--- src/rtl/pos_pid_sat.sv ---
// Saturating incremental (velocity-form) position PID: IDLE -> ERR -> MUL -> ACC pipeline, clamped DAC output.
// Optional deadband input and error deadband enabled by defining POS_PID_DEADBAND_EN.
module pos_pid_sat #(
    parameter int DW      = 16,
    parameter int GW      = 16,
    parameter int FRAC    = 16,
    parameter int OUT_MIN = -32768,
    parameter int OUT_MAX = 32767
) (
    input  logic          clk_pid,
    input  logic          sys_rstn,
    input  logic          en,
    input  logic          sample_valid,
    input  logic [DW-1:0] pos_pre,
    input  logic [DW-1:0] pos_adc,
    input  logic [GW-1:0] kp,
    input  logic [GW-1:0] ki,
    input  logic [GW-1:0] kd,
    input  logic          ovr_clr,
`ifdef POS_PID_DEADBAND_EN
    input  logic [DW-1:0] deadband,
`endif
    output logic [DW-1:0] pos_dac,
    output logic          dac_valid,
    output logic          sat_hi,
    output logic          sat_lo,
    output logic          busy,
    output logic          ovr_flag
);

    localparam int EW = DW + 1;
    localparam int XW = DW + 3;
    localparam int PW = GW + DW + 4;
    localparam int AW = GW + DW + 6;

    localparam logic signed [AW-1:0] ACC_MIN = AW'(OUT_MIN);
    localparam logic signed [AW-1:0] ACC_MAX = AW'(OUT_MAX);
    localparam int                   RST_VAL = (OUT_MIN > 0) ? OUT_MIN : ((OUT_MAX < 0) ? OUT_MAX : 0);
    localparam logic signed [DW-1:0] RST_DAC = DW'(RST_VAL);

    typedef enum logic [1:0] {IDLE, ERR, MUL, ACC} state_t;

    state_t               state_q;
    logic signed [DW-1:0] pre_q, adc_q, pos_dac_q, u_prev_q;
    logic signed [EW-1:0] e_q, e1_q, e2_q;
    logic signed [XW-1:0] d1_q, d2_q;
    logic signed [PW-1:0] p_q, i_q, d_q;
    logic                 dac_valid_q, sat_hi_q, sat_lo_q, ovr_q;

    logic signed [EW-1:0] e_raw, e_d;
    logic signed [XW-1:0] d1_d, d2_d;
    logic signed [PW-1:0] p_d, i_d, d_d;
    logic signed [AW-1:0] acc;
    logic signed [DW-1:0] dac_d;
    logic                 sat_hi_d, sat_lo_d;
`ifdef POS_PID_DEADBAND_EN
    logic        [EW-1:0] e_abs;
`endif

    always_comb begin
        e_raw = EW'(pre_q) - EW'(adc_q);
`ifdef POS_PID_DEADBAND_EN
        e_abs = e_raw[EW-1] ? -e_raw : e_raw;
        e_d   = (e_abs <= {1'b0, deadband}) ? '0 : e_raw;
`else
        e_d   = e_raw;
`endif
        d1_d = XW'(e_d) - XW'(e1_q);
        d2_d = XW'(e_d) - XW'(e1_q) - XW'(e1_q) + XW'(e2_q);
    end

    // Gains are zero-extended one bit so the multiply stays signed.
    always_comb begin
        p_d = PW'($signed({1'b0, kp})) * PW'(d1_q);
        i_d = PW'($signed({1'b0, ki})) * PW'(e_q);
        d_d = PW'($signed({1'b0, kd})) * PW'(d2_q);
    end

    always_comb begin
        acc      = AW'(u_prev_q) + AW'(p_q >>> FRAC) + AW'(i_q >>> FRAC) + AW'(d_q >>> FRAC);
        sat_hi_d = 1'b0;
        sat_lo_d = 1'b0;
        if (acc >= ACC_MAX) begin
            dac_d    = DW'(OUT_MAX);
            sat_hi_d = 1'b1;
        end else if (acc <= ACC_MIN) begin
            dac_d    = DW'(OUT_MIN);
            sat_lo_d = 1'b1;
        end else begin
            dac_d    = acc[DW-1:0];
        end
    end

    always_ff @(posedge clk_pid or negedge sys_rstn) begin
        if (!sys_rstn) begin
            state_q     <= IDLE;
            pre_q       <= '0;
            adc_q       <= '0;
            e_q         <= '0;
            e1_q        <= '0;
            e2_q        <= '0;
            d1_q        <= '0;
            d2_q        <= '0;
            p_q         <= '0;
            i_q         <= '0;
            d_q         <= '0;
            u_prev_q    <= '0;
            pos_dac_q   <= RST_DAC;
            dac_valid_q <= 1'b0;
            sat_hi_q    <= 1'b0;
            sat_lo_q    <= 1'b0;
            ovr_q       <= 1'b0;
        end else begin
            dac_valid_q <= 1'b0;
            ovr_q       <= (ovr_q & ~ovr_clr) | (sample_valid & (state_q != IDLE));
            if (!en) begin
                state_q  <= IDLE;
                e1_q     <= '0;
                e2_q     <= '0;
                u_prev_q <= pos_dac_q;
            end else begin
                unique case (state_q)
                    IDLE: begin
                        if (sample_valid) begin
                            pre_q   <= pos_pre;
                            adc_q   <= pos_adc;
                            state_q <= ERR;
                        end
                    end
                    ERR: begin
                        e_q     <= e_d;
                        d1_q    <= d1_d;
                        d2_q    <= d2_d;
                        state_q <= MUL;
                    end
                    MUL: begin
                        p_q     <= p_d;
                        i_q     <= i_d;
                        d_q     <= d_d;
                        state_q <= ACC;
                    end
                    ACC: begin
                        // u_prev follows the clamped output so the integrator cannot wind up.
                        pos_dac_q   <= dac_d;
                        u_prev_q    <= dac_d;
                        sat_hi_q    <= sat_hi_d;
                        sat_lo_q    <= sat_lo_d;
                        e2_q        <= e1_q;
                        e1_q        <= e_q;
                        dac_valid_q <= 1'b1;
                        state_q     <= IDLE;
                    end
                    default: state_q <= IDLE;
                endcase
            end
        end
    end

    assign pos_dac   = pos_dac_q;
    assign dac_valid = dac_valid_q;
    assign sat_hi    = sat_hi_q;
    assign sat_lo    = sat_lo_q;
    assign busy      = (state_q != IDLE);
    assign ovr_flag  = ovr_q;

endmodule

--- config.mk ---
export PLATFORM = sky130hd
export DESIGN_NAME = pos_pid_sat
export DESIGN_NICKNAME = d
export VERILOG_FILES = /design/src/rtl/pos_pid_sat.sv
export SDC_FILE = /design/constraint.sdc
export NUM_CORES = 2
export LEC_CHECK = 0
export CORE_MARGIN = 2
export CORE_UTILIZATION = 35
export CTS_BUF_LIST = sky130_fd_sc_hd__clkbuf_2
export DETAILED_ROUTE_END_ITERATION = 8
export PLACE_DENSITY = 0.56
export SETUP_SLACK_MARGIN = 0.1
export SKIP_LAST_GASP = 1
export SLEW_MARGIN = 10
export SYNTH_ARGS = -nofsm -noshare
export SYNTH_HDL_FRONTEND = slang
export SYNTH_SLANG_ARGS = --single-unit
--- constraint.sdc ---
create_clock -name clk_pid -period 15 [get_ports clk_pid]
set_input_delay 2.25 -clock clk_pid [delete_from_list [all_inputs] [get_ports clk_pid]]
set_output_delay 2.25 -clock clk_pid [all_outputs]
set_load 0.005 [all_outputs]
# Word level (Yosys, flattened, before mapping)
# Index checks and enable logic that the tools add are counted.
# op_classes
muxes	16
n_mul	3
eq_ne	5
n_addsub	7
reduce_logical	6
n_lt_le_gt_ge	2
n_bitwise	4
# ops
cell	count
2-to-1 mux 17 bit	4
2-to-1 mux 16 bit	4
multiplier 17 x 19 -> 36 bit	1
multiplier 17 x 18 -> 35 bit	1
multiplier 17 x 17 -> 34 bit	1
adder 22 x 20 -> 23 bit	1
>= comparator 23 x 16 -> 1 bit (second input constant)	1
less-or-equal comparator 23 x 16 -> 1 bit (second input constant)	1
adder 21 x 18 -> 22 bit	1
adder 16 x 20 -> 21 bit	1
adder 19 x 17 -> 19 bit	1
subtractor 18 x 17 -> 19 bit	1
subtractor 17 x 17 -> 18 bit	1
subtractor 16 x 16 -> 17 bit	1
case mux 2 bit (4 select lines)	1
AND reduction 2 bit	3
2-to-1 mux 1 bit	5
equality test 2 bit (second input constant)	2
2-to-1 mux 2 bit	2
!= test 3 bit (second input constant)	1
AND reduction 3 bit	1
AND 1 bit	2
equality test 2 x 1 -> 1 bit (second input constant)	1
logical NOT 2 bit	1
4 further kinds	4
# word_totals
register_bits	264
in_bits	85
wordCells	60

# Depth between registers and ports, before layout
# depth
depth_word	8
mapped_depth	28

# Worst setup path before layout
# No wires, ideal clock.
# synth_timing
path_kind	input to register
start	in kp[8]
end	reg p_q[32]
path_stages	25
arrival_ps	8525
setup_ps	69
required_time_ps	14931
setup_slack_ps	6406
path_cell_list	clkbuf_1 clkbuf_1 nand2_1 fa_1 inv_1 fa_1 inv_1 fa_1 inv_1 fa_1 fa_1 inv_1 fa_1 inv_1 ha_1 a21oi_1 o221ai_1 a221oi_1 nand2_1 o211ai_1 o21ai_1 o31a_1 a211o_1 or4b_1 nand3_1
# synth_via
elab_chain_len	1
# synth_lines
element	line	rtl
start, declared	16	input logic [GW-1:0] kp,
multiplier 17 x 18 -> 35 bit	74	p_d = PW'($signed({1'b0, kp})) * PW'(d1_q);
end signal, assigned	137	p_q <= p_d;
end, declared	47	logic signed [PW-1:0] p_q, i_q, d_q;
# Every way passes these cells.
# A chain may end at the register's enable or synchronous reset.

# Worst setup path after layout
# layout_timing
start	in kp[2]
end	reg p_q[32]
# Same word-level chain as after synthesis.

==> impl_results.md <==
- Syn avg cell area: 9.03 um^2
- Die area: between 0.1 and 0.15 mm^2
- Count of different cell masters after synthesis: 79
- Max Clk Rate: 0.115 GHz
- Root buffer cell: clkbuf_2
- DRC marker count from the first detailed-route iteration: around 1600
- Final nets: 6233
- Gpl congestion: between 0.8 and 0.9
- Ys flop type: dfrtp_1
- Largest net degree at the start of global routing: 95
- Final number of setup-violating endpoints: 0
- Skew final: 0.0969 ns
- Share of layout cells above drive strength 1: 4.24%
- Cts hold-fix bufs: 0
- H-tree levels: 2
- Synthesized cell area: 0.0442 mm^2
- Tcrit/Tclk final: 58.2%
- Crit-path max FO: 18
- HP Start: i_q[29]
- Detailed-route via count: 31600
- Reg2reg end: p_q[32]
- Chip width: 359 um
- All-Layer GR Usage: 18.2%
- Worst Path Required: 16.01 ns
- Hold Path Sink: i_q[29]
- R2r setup slk: around 7.6 ns
- Global route overflow: 0
- Critical Path End Type: flip-flop
- Arr. time, crit path: roughly 10 ns
- Reg clk slew, reported paths: 0.11 ns
- Main area contributors after synthesis: fa_1, dfrtp_1, ha_1, inv_1, and2_1
- Die H: 359 um
- Sequential share of the synthesized area: 12.2%
- Cells on worst reg2reg path: 24
- Endpoints failing hold: 0
- Area Growth Syn to Fin: 7.42%
- Drt pass-1 iters: 7
- Synth Instances: 4892
- Critical path launch point type: input port
- Post-CTS Setup Repair Bufs: 0
- Number of routed nets with antenna violations: 0
- Hold Crit Depth: 2
- CTS Buf Count: 59
- Unrepaired setup endpoints after global routing: no
- Number of remaining DRC errors: 0
- IO Port Bufs: about 110
- Cts repair resizes: 0
- Kind of critical path: in2reg
- Hold Crit Class: reg2reg
- Async set-or-reset flop fraction in the synthesized netlist: 100%
- Vias per cell: 4.79
- Number of global-route vias before repair: 33600
- Slew Limit Headroom: approximately a quarter
- CTS tree: yes
- Synthesized Nets: around 6200
- WL final: 114000 um
- Slew Viols, Final: 0
- First-pass GRT wire length: 187000 um
- YS warnings: 0
- Tmin final: 8.73 ns
- Clk_lat worst skew: 1.07 ns
- Sum Neg Setup Slack: 0 ns
- Initial Util: 35.2%
- Multi-input gate area: 0.0335 mm^2
- Yosys top cell area share: 39.1%
- Worst Tran Pin Value: around 1.1 ns
- EDFF count, synth: 0
- WL/cell: 17.3 um
- Yosys reg bits: 215
- Outcome: finished, final reports clean
- Sequential cell area: between 0.005 and 0.006 mm^2
- Row cnt: 130
- Reg-to-Reg Start: d1_q[6]
- Initial antenna violation count: 4
- # IOs: 106
- MaxCap Viol Count: 0
- Most common cell after layout, fill and taps aside: inv_1
- CTS Buffer Depth: 3
- # fillers: 12700
- Leading area contributor after synthesis: fa_1
- CTS Sinks: roughly 220
- Most frequent cells in the layout: inv_1, fa_1, nand2_1
- Core Area: 0.125 mm^2
- DP HPWL: 91700 um
## worst max-delay path by stage
stage	startpoint	endpoint	slack, ns	cells after the start
after detailed placement	kp[2]	p_q[32]	5.18	22
after CTS	kp[2]	p_q[32]	6.39	22
after global routing	kp[2]	p_q[32]	5.89	22
after global placement	kp[8]	p_q[32]	5.29	24
final	kp[2]	p_q[32]	6.27	22
after floorplan	kp[8]	p_q[32]	6.41	25
## flip-flops by register name (all words and copies together), names as in the netlist
register   count
u_prev_q      16
sat_lo         1
e1_q          17
pos_dac       16
e2_q          17
d2_q          19
pre_q         16
dac_valid      1
e_q           17
i_q           18
p_q           19
d_q           20
sat_hi         1
d1_q          18
adc_q         16
state_q        2
ovr_flag       1
## Yosys cell counts (4+ instances only)
cell	n
nand3_1	65
o2bb2ai_1	12
and2_1	389
buf_1	12
xnor2_1	76
a31oi_1	14
a21boi_0	5
mux2_2	48
ha_1	377
nor2b_1	23
a221oi_1	4
o22ai_1	12
and3_1	24
o31ai_1	15
a211o_1	6
a21o_1	32
inv_1	1237
o21ai_1	7
or3_1	10
o21ai_0	127
o31a_1	6
nand4_1	26
nor2_1	118
o211ai_1	12
a2111oi_0	4
nand2b_1	31
nor3_1	36
o21ai_2	4
mux2i_1	35
a21oi_1	82
xor2_1	44
buf_2	4
clkbuf_1	166
nand2_1	638
or2_2	8
o21bai_1	9
o21a_1	14
nor4_1	7
a211oi_1	17
dfrtp_1	215
fa_1	863
## area by class of cell
type,count,share of cell area [%]
clock inverter,19,0.327
clock buffer,85,0.896
inverter,1237,9.78
tap,1650,4.35
sequential,215,11.3
multi-input combinational,3255,70.5
timing repair buffer,140,2.78
antenna,4,0.0211
## layer usage
metal / wire, um / vias up / share of wire, % / track usage (%)
met4: 2510 / 2 / 2.2 / 4.28
met5: 13 / - / 0.011 / 0
met2: 54800 / 644 / 48 / 30.8
li1: - / 14700 / - / -
met3: 4170 / 122 / 3.7 / 1.42
met1: 52700 / 16100 / 46 / 25.4
## cell families (layout without fill, tap and decap cells)
family,after synthesis,in the layout,synth area share [%]
buffers and inverters,1422,1481,12.1
AOI/OAI and AO/OA,421,421,6.23
and+or+nand+nor,1389,1389,15.2
muxes,83,83,2.02
adders and majority gates,1240,1240,49.8
other,0,4,0
xor gates and xnor gates,122,122,2.45
DFF,215,215,12.2
## critical path, stage by stage
cell and delay [ns]:
clkdlybuf4s50_1 1.02, nand2_1 0.18, fa_1 0.55, fa_1 0.52
fa_1 0.51, inv_1 0.05, fa_1 0.48, fa_1 0.50
inv_1 0.05, fa_1 0.47, inv_1 0.04, ha_1 0.30
a21oi_1 0.21, o221ai_1 0.14, a221oi_1 0.48, nand2_1 0.22
o211ai_1 0.30, o21ai_1 0.21, o31a_1 0.33, a211o_1 0.32
or4b_1 0.48, nand3_1 0.09
## through the flow
stage	utilization, %	instances	hold slack [ns]	area, um^2	setup slack, ns
after CTS	37.8	6601	0.493	47400	6.39
after global routing	37.8	6604	0.518	47500	5.89
after detailed placement	37.4	6497	0.472	46900	5.18
after floorplan	-	4892	0.449	44200	6.41
final	37.8	6605	0.494	47500	6.27
after global placement	37.4	6497	0.465	46900	5.29
Power is not shown: default switching activity piles up to over one toggle a cycle in this logic, so the estimate is an artifact.
